<file path="src/rtl/adpll_pkg.sv">
// rtl/adpll_pkg.sv - state/direction encodings and code helpers for the ADPLL loop controller
package adpll_pkg;

   typedef enum logic [1:0] {
      ST_IDLE   = 2'd0,
      ST_COARSE = 2'd1,
      ST_FINE   = 2'd2
   } state_t;

   typedef enum logic [1:0] {
      DIR_NONE = 2'd0,
      DIR_UP   = 2'd1,
      DIR_DN   = 2'd2
   } dir_t;

   function automatic int unsigned mid_code(input int unsigned width);
      return 32'd1 << (width - 1);
   endfunction

   // Simultaneous or absent UP/DN carries no frequency information.
   function automatic dir_t pfd_dir(input logic up, input logic dn);
      if (up && !dn) return DIR_UP;
      if (dn && !up) return DIR_DN;
      return DIR_NONE;
   endfunction

endpackage

</file>
<file path="src/rtl/adpll_lock_detect.sv">
// rtl/adpll_lock_detect.sv - direction-reversal lock counter and fine-rail loss counter
module adpll_lock_detect
   import adpll_pkg::*;
#(
   parameter int LOCK_CNT = 8,
   parameter int LOSS_CYC = 32
) (
   input  logic clk,
   input  logic rst,
   input  logic clr_i,
   input  dir_t dir_i,
   input  logic rail_i,
   output logic rev_hit_o,
   output logic lock_hit_o,
   output logic loss_hit_o
);

   localparam int RW = $clog2(LOCK_CNT + 1);
   localparam int LW = $clog2(LOSS_CYC + 1);

   dir_t          last_q, last_d;
   logic [RW-1:0] rev_q, rev_d;
   logic [LW-1:0] rail_q, rail_d;

   assign rev_hit_o  = !clr_i && (dir_i != DIR_NONE) && (last_q != DIR_NONE) && (dir_i != last_q);
   assign lock_hit_o = !clr_i && (rev_d == RW'(LOCK_CNT));
   assign loss_hit_o = !clr_i && rail_i && (rail_q == LW'(LOSS_CYC - 1));

   always_comb begin
      last_d = last_q;
      rev_d  = rev_q;
      rail_d = rail_q;
      if (clr_i) begin
         last_d = DIR_NONE;
         rev_d  = '0;
         rail_d = '0;
      end else begin
         if (dir_i != DIR_NONE) begin
            last_d = dir_i;
            if (rev_hit_o)
               rev_d = (rev_q == RW'(LOCK_CNT)) ? rev_q : rev_q + RW'(1);
            else if (last_q != DIR_NONE)
               rev_d = '0;
         end
         if (!rail_i)
            rail_d = '0;
         else if (rail_q != LW'(LOSS_CYC))
            rail_d = rail_q + LW'(1);
      end
   end

   always_ff @(posedge clk or posedge rst) begin
      if (rst) begin
         last_q <= DIR_NONE;
         rev_q  <= '0;
         rail_q <= '0;
      end else begin
         last_q <= last_d;
         rev_q  <= rev_d;
         rail_q <= rail_d;
      end
   end

endmodule

</file>
<file path="src/rtl/adpll_lock_ctrl.sv">
// rtl/adpll_lock_ctrl.sv - ADPLL SAR coarse calibration then bang-bang fine tracking with lock/loss
// Optional: ADPLL_FAST_TRACK_EN enables step-4 fine tracking until the first reversal.
module adpll_lock_ctrl
   import adpll_pkg::*;
#(
   parameter int CW         = 6,
   parameter int FW         = 6,
   parameter int SETTLE_CYC = 16,
   parameter int LOCK_CNT   = 8,
   parameter int LOSS_CYC   = 32
) (
   input  logic          REF_CLK,
   input  logic          RESET,
   input  logic          START,
   input  logic [2:0]    M,
   input  logic          PFD_UP,
   input  logic          PFD_DN,
   output logic [CW-1:0] DCO_COARSE,
   output logic [FW-1:0] DCO_FINE,
   output logic          CAL_DONE,
   output logic          freq_lock
);

   localparam int AW = $clog2(SETTLE_CYC) + 2;
   localparam int WW = $clog2(SETTLE_CYC);
   localparam int BW = $clog2(CW);
   localparam logic [CW-1:0] MID_C    = CW'(mid_code(CW));
   localparam logic [FW-1:0] MID_F    = FW'(mid_code(FW));
   localparam logic [FW-1:0] FMAX     = {FW{1'b1}};
   localparam logic [WW-1:0] WIN_LAST = WW'(SETTLE_CYC - 1);

   state_t                state_q, state_d;
   logic [CW-1:0]         sar_q, sar_d;
   logic [BW-1:0]         bit_q, bit_d;
   logic [WW-1:0]         win_q, win_d;
   logic signed [AW-1:0]  acc_q, acc_d, acc_step, acc_sum;
   logic [FW-1:0]         fine_q, fine_d, step;
   logic                  cal_q, cal_d, lock_q, lock_d;
   logic [2:0]            m_q;
   dir_t                  dir;
   logic                  clr, rail, rev_hit, lock_hit, loss_hit;

   assign dir  = pfd_dir(PFD_UP, PFD_DN);
   assign clr  = (state_q != ST_FINE);
   assign rail = (fine_q == '0) || (fine_q == FMAX);

   adpll_lock_detect #(
      .LOCK_CNT (LOCK_CNT),
      .LOSS_CYC (LOSS_CYC)
   ) u_lock_detect (
      .clk        (REF_CLK),
      .rst        (RESET),
      .clr_i      (clr),
      .dir_i      (dir),
      .rail_i     (rail),
      .rev_hit_o  (rev_hit),
      .lock_hit_o (lock_hit),
      .loss_hit_o (loss_hit)
   );

`ifdef ADPLL_FAST_TRACK_EN
   logic fast_q;
   assign step = (fast_q && !rev_hit) ? FW'(4) : FW'(1);
   always_ff @(posedge REF_CLK or posedge RESET) begin
      if (RESET)                 fast_q <= 1'b0;
      else if (state_q != ST_FINE) fast_q <= 1'b1;
      else if (rev_hit)          fast_q <= 1'b0;
   end
`else
   assign step = FW'(1);
`endif

   always_comb begin
      case (dir)
         DIR_UP:  acc_step = AW'(1);
         DIR_DN:  acc_step = '1;
         default: acc_step = '0;
      endcase
      acc_sum = acc_q + acc_step;
   end

   always_comb begin
      state_d = state_q;
      sar_d   = sar_q;
      bit_d   = bit_q;
      win_d   = win_q;
      acc_d   = acc_q;
      fine_d  = fine_q;
      cal_d   = cal_q;
      lock_d  = lock_q;
      if (!START) begin
         state_d = ST_IDLE;
         sar_d   = MID_C;
         bit_d   = BW'(CW - 1);
         win_d   = '0;
         acc_d   = '0;
         fine_d  = MID_F;
         cal_d   = 1'b0;
         lock_d  = 1'b0;
      end else if (state_q == ST_IDLE || M != m_q || loss_hit) begin
         state_d = ST_COARSE;
         sar_d   = MID_C;
         bit_d   = BW'(CW - 1);
         win_d   = '0;
         acc_d   = '0;
         fine_d  = MID_F;
         cal_d   = 1'b0;
         lock_d  = 1'b0;
      end else begin
         case (state_q)
            ST_COARSE: begin
               if (win_q == WIN_LAST) begin
                  win_d = '0;
                  acc_d = '0;
                  // Trial bit survives only on a net-slow verdict over the window.
                  if (acc_sum[AW-1] || acc_sum == '0) sar_d[bit_q] = 1'b0;
                  if (bit_q == '0) begin
                     state_d = ST_FINE;
                     fine_d  = MID_F;
                     cal_d   = 1'b1;
                  end else begin
                     bit_d = bit_q - BW'(1);
                     sar_d[bit_q - BW'(1)] = 1'b1;
                  end
               end else begin
                  win_d = win_q + WW'(1);
                  acc_d = acc_sum;
               end
            end
            ST_FINE: begin
               lock_d = lock_q | lock_hit;
               if (dir == DIR_UP)
                  fine_d = (fine_q > FMAX - step) ? FMAX : fine_q + step;
               else if (dir == DIR_DN)
                  fine_d = (fine_q < step) ? '0 : fine_q - step;
            end
            default: ;
         endcase
      end
   end

   always_ff @(posedge REF_CLK or posedge RESET) begin
      if (RESET) begin
         state_q <= ST_IDLE;
         sar_q   <= MID_C;
         bit_q   <= BW'(CW - 1);
         win_q   <= '0;
         acc_q   <= '0;
         fine_q  <= MID_F;
         cal_q   <= 1'b0;
         lock_q  <= 1'b0;
         m_q     <= '0;
      end else begin
         state_q <= state_d;
         sar_q   <= sar_d;
         bit_q   <= bit_d;
         win_q   <= win_d;
         acc_q   <= acc_d;
         fine_q  <= fine_d;
         cal_q   <= cal_d;
         lock_q  <= lock_d;
         m_q     <= M;
      end
   end

   assign DCO_COARSE = sar_q;
   assign DCO_FINE   = fine_q;
   assign CAL_DONE   = cal_q;
   assign freq_lock  = lock_q;

endmodule
</file>
<file path="config.mk">
export PLATFORM = sky130hd
export DESIGN_NAME = adpll_lock_ctrl
export DESIGN_NICKNAME = d
export VERILOG_FILES = /design/src/rtl/adpll_pkg.sv /design/src/rtl/adpll_lock_detect.sv /design/src/rtl/adpll_lock_ctrl.sv
export SDC_FILE = /design/constraint.sdc
export NUM_CORES = 1
export LEC_CHECK = 0
export BUFFER_PORTS_ARGS = -buffer_cell sky130_fd_sc_hd__buf_4
export CAP_MARGIN = 20
export CORE_MARGIN = 2
export CORE_UTILIZATION = 40
export DETAILED_ROUTE_END_ITERATION = 8
export PLACE_DENSITY = 0.69
export SLEW_MARGIN = 20
export SYNTH_ARGS = -nofsm -noshare
export SYNTH_HDL_FRONTEND = slang
export SYNTH_SLANG_ARGS = --single-unit
</file>
<file path="constraint.sdc">
create_clock -name REF_CLK -period 2.4 [get_ports REF_CLK]
set_clock_uncertainty 0.15 [all_clocks]
set_input_delay 0.48 -clock REF_CLK [delete_from_list [all_inputs] [get_ports REF_CLK]]
set_output_delay 0.48 -clock REF_CLK [all_outputs]
set_load 0.02 [all_outputs]
</file>
Yosys cells after proc, flatten, opt, wreduce, memory -nomap -nowiden:

Index checks and enable logic that the tools add are counted.

* flip-flop bits (word level): 44

* add/subtract/negate cells: 7
* magnitude comparators: 6
* equality and inequality tests: 23
* multiplexer cells: 67
* bitwise logic cells: 4
* reductions and logical operators: 28

Operator list (number)
* $mux W6: 25
* $mux W4: 9
* $pmux W6 S2: 2
* $mux W2: 11
* $mux W3: 5
* $mux W1: 13
* $add A6 B1 Y6 const B: 2
* $eq A4 B4 Y1 const B: 3
* $logic_not A6 Y1: 2
* $ne A3 B1 Y1 const B: 4
* $logic_and A1 B1 Y1: 10
* $add A4 B1 Y4 const B: 2
* $lt A3 B4 Y1 const B: 2
* $ne A4 B4 Y1 const B: 2
* $add A6 B6 Y6: 1
* $and A6 B6 Y6: 1
* $demux W1 S3: 2
* $eq A6 B5 Y1 const B: 1
* $eq A6 B6 Y1 const B: 1
* $ge A3 B1 Y1 const B: 2
* $gt A6 B6 Y1 const B: 1
* $lt A6 B1 Y1 const B: 1
* $ne A6 B6 Y1 const B: 1
* $not A6 Y6: 1
* other kinds (21): 31

Logic depth before layout (Yosys ltp):

* depth after elaboration: 22
* gate-level depth with buffers: 12
* depth with buffers taken out: 11

Cells and area by module:

A second synthesis with hierarchy kept.

* cells, all modules: 339
* area total of the unflattened synthesis: 3006.6 sq um

By module, submodules not included
* adpll_lock_ctrl: instances 1, cells an instance 252, area an instance 2198.4 sq um, sequential area each 780.7 sq um
* adpll_lock_detect: instances 1, cells an instance 87, area an instance 808.3 sq um, sequential area each 300.3 sq um

Least setup slack after synthesis:

Ideal clock, no wire load.

* path type: in2reg
* from: input port PFD_UP
* to: register sar_q[0] (netlist: DCO_COARSE[0])
* data arrival time: 2653 ps
* path slack: -529 ps
* cell stages on the path: 12
* path through: inv_1 > ha_1 > clkbuf_1 > inv_1 > ha_1 > ha_1 > a211o_1 > a32oi_1 > xnor2_1 > nor3_2 > o21ai_1 > o311a_1

* word-level cells in the longest chain between the ends: 22
* elaborated cells between the ends (all ways): 26
* those cells by class: add/sub (1); eq/ne (2); mux (17); bitwise (1); reduce/logical (5)

RTL lines
* from (decl): line adpll_lock_ctrl.sv:16 `input logic PFD_UP,`
* $logic_not A1 Y1: line adpll_pkg.sv:23 `if (dn && !up) return DIR_DN;`
* $logic_and A1 B1 Y1: line adpll_pkg.sv:23
* $mux W1 (2 in a row): line adpll_pkg.sv:23
* $mux W2: line adpll_pkg.sv:24 `return DIR_NONE;`
* $mux W2 (*): line adpll_pkg.sv:23
* $eq A2 B2 Y1 / $eq A2 B1 Y1 (equally long branches): line adpll_lock_ctrl.sv:74 `case (dir)`
* $pmux W6 S2 (*): line adpll_lock_ctrl.sv:74
* $add A6 B6 Y6 (*): line adpll_lock_ctrl.sv:79 `acc_sum = acc_q + acc_step;`
* [... 5 more ...]
* $mux W6 (*): line adpll_lock_ctrl.sv:100 `end else if (state_q == ST_IDLE || M != m_q || loss_hit) begin`
* $mux W6 (*): line adpll_lock_ctrl.sv:91 `if (!START) begin`
* $or A6 B6 Y6 (no line)
* $mux W6 (*): line adpll_lock_ctrl.sv:117 `if (bit_q == '0) begin`
* $mux W6 (*): line adpll_lock_ctrl.sv:112 `if (win_q == WIN_LAST) begin`
* $mux W6 (*): line adpll_lock_ctrl.sv:110 `case (state_q)`
* $mux W6 (*): line adpll_lock_ctrl.sv:100
* $mux W6 (*): line adpll_lock_ctrl.sv:91
* to (signal assigned): line adpll_lock_ctrl.sv:155 `sar_q <= sar_d;`
* to (decl): line adpll_lock_ctrl.sv:33 `logic [CW-1:0] sar_q, sar_d;`

Mark *: on every way between the ends. The rest lies on a longest branch, timed or not. The select of a mux whose other input is x is not followed.
A chain may end at the register's enable or synchronous reset.

Worst setup path after layout:

Same ends and word-level chain as after synthesis.

==> results.cfg <==
[status]
outcome = completed

[cts]
cts-root-buf = clkbuf_8
cts_buffer_depth = 2
insertion_delay_ns = 0.30
clock-sinks = 43
ctsHoldBuffers = 0
tritoncts = yes
path_clk_slew_ns = 0.08
cts_max_level = 2
numCtsBuffers = 5

[finish]
fin_nets = 381
final_util_pct = 51.3
finish.instance_area_mm2 = 0.00351
n_antenna_cell = 0
final_cell_count_no_fill = 451
layout_common_cells = buf_4 (51), dfrtp_1 (39), nor2_1 (28)
final_common_cell = buf_4
drive_above_1_share_pct = 23.9
syn_to_final_growth_pct = 23.6

[worst_setup_path]
worst_r2r_path_depth = 8
crit_required_ns = 2.43
cp.arrival_ns = 2.42
path_max_fanout = 4
r2r_end = DCO_COARSE[0]$_DFFE_PP0P_
cp-start-kind = primary input
critPathCaptureType = register
crit_end = DCO_COARSE[0]$_DFFE_PP0P_
path_class = in -> reg
cp-startpoint = PFD_UP
regToRegStartpoint = acc_q[0]$_DFFE_PP0N_
r2r_slack_ns = 0.14

[sta]
hold_viol = 0
slew_headroom_pct = 53.5
max_freq_mhz = 418
setup_viol = 0
min_period_ns = 2.39
grt_setup_unrepaired = yes
fin_crit_sh_pct = 99.7
finalMaxSlewViolations = 0
tightest_slew_ns = 0.691
fin_ws_ns = 0.00727

[detailed_routing]
drtIter0Drc = 75
vias = 2367
wl_per_cell_um = 13.4
drt-total-wl_mm = 6.03
drc = 0
drtAntennaViolNets = 0
viasPerCell = 5.25
dr.pass1.iters = 4

[logic_synthesis]
synthArstFlopShare_pct = 100
synth-edff-count = 0
yosysWarnings = 0
synth_top_area_share_pct = 34.4
netlist_area_mm2 = 0.00284
synth_ff_type = dfrtp_1
synth_fp_nets = 338
yosysTopAreaCell = dfrtp_1
syn-mean-instance-area_um2 = 9.12
syn-instance-count = 311
ys_seq_elements = 43
yosysUniqueCellTypes = 55
synth.area.top_cells = dfrtp_1 (34%), ha_1 (8.4%), dfstp_2 (3.7%)
synth-seq-area-share_pct = 38.1

[placed_design]
postPlaceCellArea_mm2 = 0.00331
dp_cells = 437
numPortBuffers = 21
place_ws_ns = -0.501
routabilityCongestion = 0.864
hpwl_mm = 4.38

[power]
total_power_uw = 1370
vdd_drop_max_mv = 0.221
power_density_mw_per_mm2 = 390
leakage_uw = 0.00155

[grt]
grt_usage_pct = 16.9
overflow = 0
antenna_found_initial = 0
first_global_vias = 2222
grt_max_degree = 44
grt_pass1_wl_mm = 10.4

[floorplanning]
io_pins = 22
dieArea_mm2 = 0.00778
rows = 30
die_w_um = 88.2
start_util_pct = 41.5
die_h_um = 88.2
core_mm2 = 0.00683

[job]
drv_cap = 0

[hold_path]
hold_path.class = in -> reg
[cells in the mapped netlist, types with 3 or more instances]
| master | n |
|---|---|
| nor2_1 | 28 |
| ha_1 | 19 |
| a22o_1 | 6 |
| dfstp_2 | 4 |
| nor4_1 | 5 |
| nand4_1 | 3 |
| xnor2_1 | 10 |
| nand3b_1 | 4 |
| inv_1 | 22 |
| mux2i_1 | 4 |
| nand2_1 | 19 |
| buf_2 | 4 |
| dfrtp_1 | 39 |
| nand3_1 | 9 |
| or3_1 | 3 |
| a21oi_1 | 14 |
| o31a_1 | 3 |
| a211oi_1 | 4 |
| a21boi_0 | 3 |
| o211ai_1 | 5 |
| xor2_1 | 11 |
| nand2b_1 | 7 |
| and3_1 | 7 |
| o22ai_1 | 3 |
| clkbuf_1 | 10 |
| a21o_1 | 6 |
| nor3_1 | 6 |
| o21ai_0 | 17 |
[through the flow]
stage          TNS, ns  hold slack, ns
3_5_place_dp     -2.83           0.370
4_1_cts        -0.0847           0.149
2_1_floorplan    -1.42           0.359
6_report             0           0.153
3_3_place_gp     -2.54           0.364
5_1_grt         -0.169           0.137
[cell families (layout without fill, tap and decap cells)]
group                    count (synthesis)  after routing  share of synthesized area [%]
AND/OR/NAND/NOR                        107            107                           20.5
AO/OA/AOI/OAI                           77             77                           18.7
XOR/XNOR                                21             21                           6.48
flip-flops                              43             43                           38.1
adder cells (fa/ha/maj)                 19             19                           8.38
multiplexers                             5              5                           1.81
buffers and inverters                   39             83                           6.00
[report_power, final]
group	internal (uW)	switching (uW)	total, uW
sequential	729	3.69	732
clock	232	245	477
combinational	76.6	82.4	159
[repair_timing]
item,4_1_cts,5_1_grt
buffers inserted,7,0
resized for setup,6,6
setup endpoints to repair,6,9
pin swaps,7,4
[flip-flops by register name, summed over array words and instances (netlist names), 3 cells and up]
name	cells
DCO_COARSE	6
DCO_FINE	6
acc_q	6
u_lock_detect.rail_q	6
u_lock_detect.rev_q	4
win_q	4
bit_q	3
m_q	3
[worst min path at each step]
stage	startpoint	to	slack (ns)	cells past startpoint
finish	M[0]	m_q[0]$_DFF_PP0_	0.15	1
global route	M[0]	m_q[0]$_DFF_PP0_	0.14	1
CTS	M[0]	m_q[0]$_DFF_PP0_	0.15	1
detailed placement	DCO_COARSE[5]$_DFFE_PP1P_	DCO_COARSE[5]$_DFFE_PP1P_	0.37	1
global placement	DCO_COARSE[5]$_DFFE_PP1P_	DCO_COARSE[5]$_DFFE_PP1P_	0.36	1
floorplan	acc_q[5]$_DFFE_PP0N_	acc_q[5]$_DFFE_PP0N_	0.36	1
[worst max-delay path, stage by stage]
cell	delay [ns]
buf_12	0.09
inv_12	0.03
ha_4	0.26
inv_4	0.03
ha_4	0.16
ha_4	0.17
a21oi_4	0.12
xnor2_2	0.08
or3_1	0.33
nor3_2	0.26
o21ai_2	0.11
o311a_1	0.29
[per-layer routing]
layer / global-route usage [%] / part of all wire (%)
met3: 3.17 / 3.5
met4: 4.27 / 0.25
met5: 0 / 0
met1: 25.1 / 49
met2: 25.4 / 47
[final cells by class]
class | instances | area [um^2]
sequential | 43 | 1080
multi-input combinational | 229 | 1700
timing repair buffer | 53 | 414
clock inverter | 1 | 5.00
clock buffer | 7 | 86.3
inverter | 22 | 97.6
fill | 649 | 3320
tap | 96 | 120
Power figures use the tool's default switching activity.
